<file path="src/rtl/mmio_responder_if.sv">
// Memory-control side bus of the MMIO responder: request, address/data, completion and hit.
interface mmio_if;
  logic        i_write_en;
  logic        i_read_en;
  logic [15:0] i_addr;
  logic [15:0] i_write_data;
  logic [15:0] o_read_data;
  logic        o_Ready_Bit;
  logic        o_Hit;

  modport slave (
    input  i_write_en, i_read_en, i_addr, i_write_data,
    output o_read_data, o_Ready_Bit, o_Hit
  );

  modport master (
    output i_write_en, i_read_en, i_addr, i_write_data,
    input  o_read_data, o_Ready_Bit, o_Hit
  );
endinterface

</file>
<file path="src/rtl/mmio_responder.sv">
// Memory-mapped keyboard/display/MCR responder with fixed access latency.
// state   | meaning
// IDLE    | waiting for a hit request
// WAIT    | latency countdown; access performed when counter is 0
// RDY     | o_Ready_Bit high for one cycle
// RELEASE | waiting for both enables low
module mmio_responder #(
  parameter int unsigned ACCESS_LAT = 1
) (
  input  logic       i_CLK,
  input  logic       i_Reset,
  mmio_if.slave      bus,
  input  logic       i_Key_Valid,
  input  logic [7:0] i_Key_Data,
  output logic       o_Disp_Valid,
  output logic [7:0] o_Disp_Data,
  input  logic       i_Disp_Ready,
  output logic       o_Int_Req,
  output logic       o_Key_Overrun,
  output logic       o_MCR_Run
);

  localparam logic [15:0] ADDR_KBSR = 16'hFE00;
  localparam logic [15:0] ADDR_KBDR = 16'hFE02;
  localparam logic [15:0] ADDR_DSR  = 16'hFE04;
  localparam logic [15:0] ADDR_DDR  = 16'hFE06;
  localparam logic [15:0] ADDR_MCR  = 16'hFFFE;
  localparam logic [3:0]  LAT_M1    = 4'(ACCESS_LAT - 1);

  typedef enum logic [1:0] {S_IDLE, S_WAIT, S_RDY, S_RELEASE} state_t;

  state_t      state_q, state_d;
  logic [3:0]  cnt_q, cnt_d;
  logic [15:0] addr_q, addr_d;
  logic [1:0]  wd_hi_q, wd_hi_d;
  logic [7:0]  wd_lo_q, wd_lo_d;
  logic        wr_q, wr_d;
  logic [15:0] rdata_q, rdata_d;
  logic        kb_rdy_q, kb_rdy_d;
  logic        kb_ie_q, kb_ie_d;
  logic [7:0]  key_q, key_d;
  logic        ovr_q, ovr_d;
  logic        ds_rdy_q, ds_rdy_d;
  logic        ds_ie_q, ds_ie_d;
  logic        dv_q, dv_d;
  logic [7:0]  dd_q, dd_d;
  logic        run_q, run_d;

  logic        req;
  logic        do_acc;
  logic        kbdr_clr;
  logic [15:0] rd_val;

  assign req = bus.i_read_en | bus.i_write_en;

  always_ff @(posedge i_CLK) begin
    if (i_Reset) begin
      state_q  <= S_IDLE;
      cnt_q    <= '0;
      addr_q   <= '0;
      wd_hi_q  <= '0;
      wd_lo_q  <= '0;
      wr_q     <= 1'b0;
      rdata_q  <= '0;
      kb_rdy_q <= 1'b0;
      kb_ie_q  <= 1'b0;
      key_q    <= '0;
      ovr_q    <= 1'b0;
      ds_rdy_q <= 1'b1;
      ds_ie_q  <= 1'b0;
      dv_q     <= 1'b0;
      dd_q     <= '0;
      run_q    <= 1'b1;
    end else begin
      state_q  <= state_d;
      cnt_q    <= cnt_d;
      addr_q   <= addr_d;
      wd_hi_q  <= wd_hi_d;
      wd_lo_q  <= wd_lo_d;
      wr_q     <= wr_d;
      rdata_q  <= rdata_d;
      kb_rdy_q <= kb_rdy_d;
      kb_ie_q  <= kb_ie_d;
      key_q    <= key_d;
      ovr_q    <= ovr_d;
      ds_rdy_q <= ds_rdy_d;
      ds_ie_q  <= ds_ie_d;
      dv_q     <= dv_d;
      dd_q     <= dd_d;
      run_q    <= run_d;
    end
  end

  always_comb begin
    rd_val = 16'h0000;
    case (addr_q)
      ADDR_KBSR: rd_val = {kb_rdy_q, kb_ie_q, 14'b0};
      ADDR_KBDR: rd_val = {8'h00, key_q};
      ADDR_DSR:  rd_val = {ds_rdy_q, ds_ie_q, 14'b0};
      ADDR_MCR:  rd_val = {run_q, 15'b0};
      default:   rd_val = 16'h0000;
    endcase
  end

  always_comb begin
    state_d  = state_q;
    cnt_d    = cnt_q;
    addr_d   = addr_q;
    wd_hi_d  = wd_hi_q;
    wd_lo_d  = wd_lo_q;
    wr_d     = wr_q;
    rdata_d  = rdata_q;
    kb_rdy_d = kb_rdy_q;
    kb_ie_d  = kb_ie_q;
    key_d    = key_q;
    ovr_d    = ovr_q;
    ds_rdy_d = ds_rdy_q;
    ds_ie_d  = ds_ie_q;
    dv_d     = dv_q;
    dd_d     = dd_q;
    run_d    = run_q;
    do_acc   = 1'b0;
    kbdr_clr = 1'b0;

    case (state_q)
      S_IDLE: begin
        if (req && bus.o_Hit) begin
          addr_d  = bus.i_addr;
          wd_hi_d = bus.i_write_data[15:14];
          wd_lo_d = bus.i_write_data[7:0];
          wr_d    = bus.i_write_en;
          cnt_d   = LAT_M1;
          state_d = S_WAIT;
        end
      end
      S_WAIT: begin
        if (cnt_q == 4'd0) begin
          do_acc  = 1'b1;
          state_d = S_RDY;
        end else begin
          cnt_d = cnt_q - 4'd1;
        end
      end
      S_RDY:     state_d = S_RELEASE;
      S_RELEASE: if (!req) state_d = S_IDLE;
      default:   state_d = S_IDLE;
    endcase

    if (do_acc) begin
      if (wr_q) begin
        case (addr_q)
          ADDR_KBSR: kb_ie_d = wd_hi_q[0];
          ADDR_DSR:  ds_ie_d = wd_hi_q[0];
          ADDR_DDR: begin
            if (ds_rdy_q) begin
              dd_d     = wd_lo_q;
              ds_rdy_d = 1'b0;
              dv_d     = 1'b1;
            end
          end
          ADDR_MCR:  run_d = wd_hi_q[1];
          default:   ;
        endcase
      end else begin
        rdata_d  = rd_val;
        kbdr_clr = (addr_q == ADDR_KBDR);
      end
    end

    // A key arriving on the same edge as a KBDR read refills the buffer instead of overrunning.
    if (i_Key_Valid) begin
      if (!kb_rdy_q || kbdr_clr) begin
        key_d    = i_Key_Data;
        kb_rdy_d = 1'b1;
      end else begin
        ovr_d = 1'b1;
      end
    end else if (kbdr_clr) begin
      kb_rdy_d = 1'b0;
    end

    if (dv_q && i_Disp_Ready) begin
      dv_d     = 1'b0;
      ds_rdy_d = 1'b1;
    end
  end

  assign bus.o_Hit       = (bus.i_addr[15:9] == 7'h7F);
  assign bus.o_Ready_Bit = (state_q == S_RDY);
  assign bus.o_read_data = rdata_q;
  assign o_Disp_Valid    = dv_q;
  assign o_Disp_Data     = dd_q;
  assign o_Key_Overrun   = ovr_q;
  assign o_MCR_Run       = run_q;
  assign o_Int_Req       = (kb_rdy_q & kb_ie_q) | (ds_rdy_q & ds_ie_q);

endmodule

</file>
<file path="src/flat_wrapper.sv">
// flat-port wrapper written by rule: the top's interface ports become plain ports
module mmio_responder_flat 
#(
  parameter int unsigned ACCESS_LAT = 1
)
  (i_CLK, i_Reset, i_Key_Valid, i_Key_Data, o_Disp_Valid, o_Disp_Data, i_Disp_Ready, o_Int_Req, o_Key_Overrun, o_MCR_Run, bus_i_write_en, bus_i_read_en, bus_i_addr, bus_i_write_data, bus_o_read_data, bus_o_Ready_Bit, bus_o_Hit);
  mmio_if bus_i ();
  input  logic i_CLK;
  input  logic i_Reset;
  input  logic i_Key_Valid;
  input  logic [7:0] i_Key_Data;
  output logic o_Disp_Valid;
  output logic [7:0] o_Disp_Data;
  input  logic i_Disp_Ready;
  output logic o_Int_Req;
  output logic o_Key_Overrun;
  output logic o_MCR_Run;
  input wire logic [$bits(bus_i.i_write_en)-1:0] bus_i_write_en;
  input wire logic [$bits(bus_i.i_read_en)-1:0] bus_i_read_en;
  input wire logic [$bits(bus_i.i_addr)-1:0] bus_i_addr;
  input wire logic [$bits(bus_i.i_write_data)-1:0] bus_i_write_data;
  output wire logic [$bits(bus_i.o_read_data)-1:0] bus_o_read_data;
  output wire logic [$bits(bus_i.o_Ready_Bit)-1:0] bus_o_Ready_Bit;
  output wire logic [$bits(bus_i.o_Hit)-1:0] bus_o_Hit;
  assign bus_i.i_write_en = bus_i_write_en;
  assign bus_i.i_read_en = bus_i_read_en;
  assign bus_i.i_addr = bus_i_addr;
  assign bus_i.i_write_data = bus_i_write_data;
  assign bus_o_read_data = bus_i.o_read_data;
  assign bus_o_Ready_Bit = bus_i.o_Ready_Bit;
  assign bus_o_Hit = bus_i.o_Hit;
  mmio_responder #(.ACCESS_LAT(ACCESS_LAT)) u_core (.i_CLK(i_CLK), .i_Reset(i_Reset), .bus(bus_i), .i_Key_Valid(i_Key_Valid), .i_Key_Data(i_Key_Data), .o_Disp_Valid(o_Disp_Valid), .o_Disp_Data(o_Disp_Data), .i_Disp_Ready(i_Disp_Ready), .o_Int_Req(o_Int_Req), .o_Key_Overrun(o_Key_Overrun), .o_MCR_Run(o_MCR_Run));
endmodule
</file>
<file path="config.mk">
export PLATFORM = sky130hd
export DESIGN_NAME = mmio_responder_flat
export DESIGN_NICKNAME = d
export VERILOG_FILES = /design/src/rtl/mmio_responder_if.sv /design/src/rtl/mmio_responder.sv /design/src/flat_wrapper.sv
export SDC_FILE = /design/constraint.sdc
export NUM_CORES = 1
export LEC_CHECK = 0
export ABC_AREA = 1
export BUFFER_PORTS_ARGS = -buffer_cell sky130_fd_sc_hd__buf_4
export CAP_MARGIN = 20
export CORE_MARGIN = 5
export CORE_UTILIZATION = 53
export CTS_BUF_LIST = sky130_fd_sc_hd__clkbuf_16
export DETAILED_ROUTE_END_ITERATION = 16
export PLACE_DENSITY = 0.8
export SYNTH_ARGS = -nofsm -noshare
export SYNTH_HDL_FRONTEND = slang
export SYNTH_SLANG_ARGS = --single-unit
</file>
<file path="constraint.sdc">
create_clock -name i_CLK -period 2.07 [get_ports i_CLK]
set_input_delay 0.3105 -clock i_CLK [delete_from_list [all_inputs] [get_ports i_CLK]]
set_output_delay 0.3105 -clock i_CLK [all_outputs]
set_load 0.02 [all_outputs]
</file>
==> insert_results.sql <==
INSERT INTO impl_metrics (metric_group, metric, value, unit) VALUES
('grt', 'grt_remaining_overflow', '0', ''),
('drt', 'wirelength', '6.897', 'mm'),
('worst_setup_path', 'reg2reg_to', 'u_core.bus.o_read_data[14]', ''),
('logic_synthesis', 'ys_async_sr_fraction', '0', '%'),
('die', 'core.rowCount', '27', ''),
('sta', 'finalSetupViolCount', '0', ''),
('grt', 'grt.total_usage', '19.60', '%'),
('pwr', 'power.net_switching', '0.8908', 'mW'),
('worst_setup_path', 'rr_startpoint', 'u_core.state_q[1]', ''),
('clock_network', 'post_cts_hold_buffer_count', '0', ''),
('logic_synthesis', 'ys_warn_count', '0', ''),
('grt', 'antenna_violations_before_repair', '0', ''),
('sta', 'timing.final.hold_violations', '0', ''),
('grt', 'first_global_vias', '2615', ''),
('pwr', 'cellLeakagePower', '1.707', 'nW'),
('place', 'detailed_place_hpwl', '4.802', 'mm'),
('logic_synthesis', 'synth_top_cells_by_area', 'dfxtp_1 44%, nor2_1 9.6%, a21oi_1 7.7%', ''),
('logic_synthesis', 'synth_top_cell_by_area', 'dfxtp_1', ''),
('sta', 'max_clock_freq', '564.4', 'MHz'),
('pwr', 'maximum_vdd_ir_drop', '0.5329', 'mV'),
('die', 'floorplan.die.width', '85.01', 'microns'),
('logic_synthesis', 'post_synth.cell_area_avg', '7.344', 'sq um'),
('sta', 'timing.slew.headroom', '59.13', '%'),
('sta', 'fin_worst_skew', '0.003504', 'ns'),
('clock_network', 'maximum_count_of_clock_buffers_along_a_single_path', '2', ''),
('finish', 'drive_gt1_share', '21.87', '%'),
('hold_path', 'timing.hold.worst.class', 'input pin to flop', ''),
('logic_synthesis', 'netlist.area_leader.share', '44.31', '%'),
('drt', 'detail_route.vias_per_cell', '5.020', ''),
('pwr', 'power_report.internal_total', '2.684', 'mW'),
('place', 'worst_slack_after_detailed_placement', '0.3818', 'ns'),
('logic_synthesis', 'synth_edf_count', '0', ''),
('logic_synthesis', 'yosys_register_bits', '66', ''),
('drt', 'drt_drc_violations_left', '0', ''),
('clock_network', 'cts.reportedPaths.clkPinSlew', '0.05', 'ns'),
('die', 'floorplan.die_area', '7226', 'sq um'),
('worst_setup_path', 'critPathCaptureType', 'flop', ''),
('clock_network', 'cts_sinks', '66', ''),
('logic_synthesis', 'post_synth_most_frequent_cells', '76 x nor2_1, 66 x dfxtp_1, 58 x nand2_1', ''),
('sta', 'maxSlewViolCount', '0', ''),
('die', 'dieHeight', '85.01', 'microns'),
('sta', 'rsz0062_at_grt', 'false', ''),
('clock_network', 'clock_tree_root_buffer_cell', 'clkbuf_16', ''),
('worst_setup_path', 'worst-r2r-cell-count', '7', ''),
('worst_setup_path', 'startpoint', 'u_core.state_q[1]', ''),
('worst_setup_path', 'worstPathRequired', '2.27', 'ns'),
('sta', 'finalCriticalPeriod', '1.772', 'ns'),
('pwr', 'power_density', '945.3', 'nW/um^2'),
('worst_setup_path', 'critPathMaxFanout', '10', ''),
('grt', 'grt_start_max_net_pins', '27', ''),
('drt', 'drtIter0Drc', '169', ''),
('logic_synthesis', 'synth_sequential_area_ratio', '44.31', '%'),
('finish', 'area_growth', '26.82', '%'),
('pwr', 'seq_power_share', '37.8', '%'),
('hold_path', 'min_to', 'u_core.ds_rdy_q', ''),
('die', 'initial_utilization', '54.48', '%'),
('clock_network', 'cts_resized', '0', ''),
('clock_network', 'cts_buffers', '9', ''),
('logic_synthesis', 'synthesized_instance_count', '406', ''),
('worst_setup_path', 'timing.reg2reg.setup_slack', '0.30', 'ns'),
('clock_network', 'tritoncts', 'yes', ''),
('die', 'core_region_area', '5473', 'sq um'),
('finish', 'n_antenna_cell', '0', ''),
('clock_network', 'htreeDepth', '3', ''),
('pwr', 'p_sw_share', '24.92', '%'),
('sta', 'setup_ws', '0.2982', 'ns'),
('sta', 'tns', '0', 'ns'),
('place', 'gp_routability_congestion', '0.8503', ''),
('drt', 'ant_nets', '0', ''),
('run_status', 'status', 'completed', ''),
('drt', 'avgRoutedWirePerCell', '12.70', 'microns');
[cell families after synthesis]
| kind of cell | count (synthesis) | share of synthesized area [%] |
|---|---|---|
| and+or+nand+nor | 192 | 29.54 |
| other | 1 | 0.1258 |
| adders and majority gates | 5 | 2.098 |
| DFF | 66 | 44.31 |
| buffers and inverters | 64 | 10.15 |
| xor gates and xnor gates | 2 | 0.5876 |
| AOI/OAI and AO/OA | 76 | 13.18 |
[flip-flops by register name (all words and copies together) (netlist names)]
register and count:
u_core.wr_q 1, u_core.o_Disp_Data 8, u_core.wd_lo_q 8, u_core.kb_rdy_q 1, u_core.cnt_q 4, u_core.o_Key_Overrun 1, u_core.wd_hi_q 2, u_core.o_MCR_Run 1
u_core.ds_rdy_q 1, u_core.addr_q 16, u_core.key_q 8, u_core.o_Disp_Valid 1, u_core.ds_ie_q 1, u_core.bus.o_read_data 10, u_core.kb_ie_q 1, u_core.state_q 2
[worst max-delay path: stages, from the launching register on]
cell and delay [ns]:
dfxtp_1 0.34, inv_1 0.10, ha_1 0.23, nand4_1 0.26
nor2_4 0.18, clkinv_1 0.29, nand2_1 0.17, a21oi_1 0.07
[final cells by class]
type                    count  area [sq um]
repair buffers             68         510.5
clock buffers               9         225.2
well taps                  72         90.09
clock inverters             7         107.6
flip-flops and latches     66          1321
multi-input cells         281          1376
inverters                  40         150.1
fillers                   457          1692
[how the worst max path moves through the flow]
stage / to / slack, ns / depth (start not counted)
6_report: u_core.bus.o_read_data[14] / 0.30 / 7
5_1_grt: u_core.bus.o_read_data[1] / 0.14 / 7
4_1_cts: u_core.bus.o_read_data[14] / 0.31 / 7
3_5_place_dp: u_core.bus.o_read_data[1] / 0.38 / 7
3_3_place_gp: u_core.o_Disp_Data[2] / 0.47 / 9
2_1_floorplan: u_core.key_q[6] / 0.59 / 10
[per-stage QoR]
stage          std cells  total power, mW  util [%]
2_1_floorplan        411            1.765         -
3_3_place_gp         527            1.886     63.01
3_5_place_dp         527            1.902     63.01
4_1_cts              543            3.581     69.09
5_1_grt              543            3.718     69.09
6_report             543            3.574     69.09
[layout by cell type (no fill, tap or decap), types with 2 or more instances in the layout]
| cell | instances |
|---|---|
| nand2_1 | 58 |
| inv_2 | 6 |
| clkbuf_16 | 9 |
| nand2_4 | 3 |
| nand2_2 | 3 |
| nand3_1 | 37 |
| buf_4 | 68 |
| nor2_8 | 2 |
| bufinv_16 | 3 |
| nor2_1 | 76 |
| dfxtp_1 | 66 |
| clkinv_1 | 3 |
| conb_1 | 6 |
| inv_1 | 33 |
| a21oi_1 | 46 |
| clkinv_2 | 2 |
| nand4_1 | 4 |
| o21ai_0 | 25 |
| nand3_2 | 2 |
| nor3_1 | 2 |
| ha_1 | 5 |
| nor2_4 | 2 |
[routing by layer]
layer  GRT usage [%]  vias up  routed length (microns)
li1                -     1417                        -
met1           23.36     1238                     2943
met5               0        -                        0
met4           8.201        0                      123
met3           4.078       15                      320
met2           34.04       56                     3509
[power groups by stage]
stage                     logic, mW  registers [mW]  clock network (mW)
after detailed placement      0.526            1.38                   0
after global placement        0.511            1.37                   0
after CTS                     0.537            1.35                1.69
after global routing          0.611            1.36                1.75
final                         0.538            1.35                1.68
after floorplan               0.394            1.37                   0
Power figures use the tool's default switching activity.
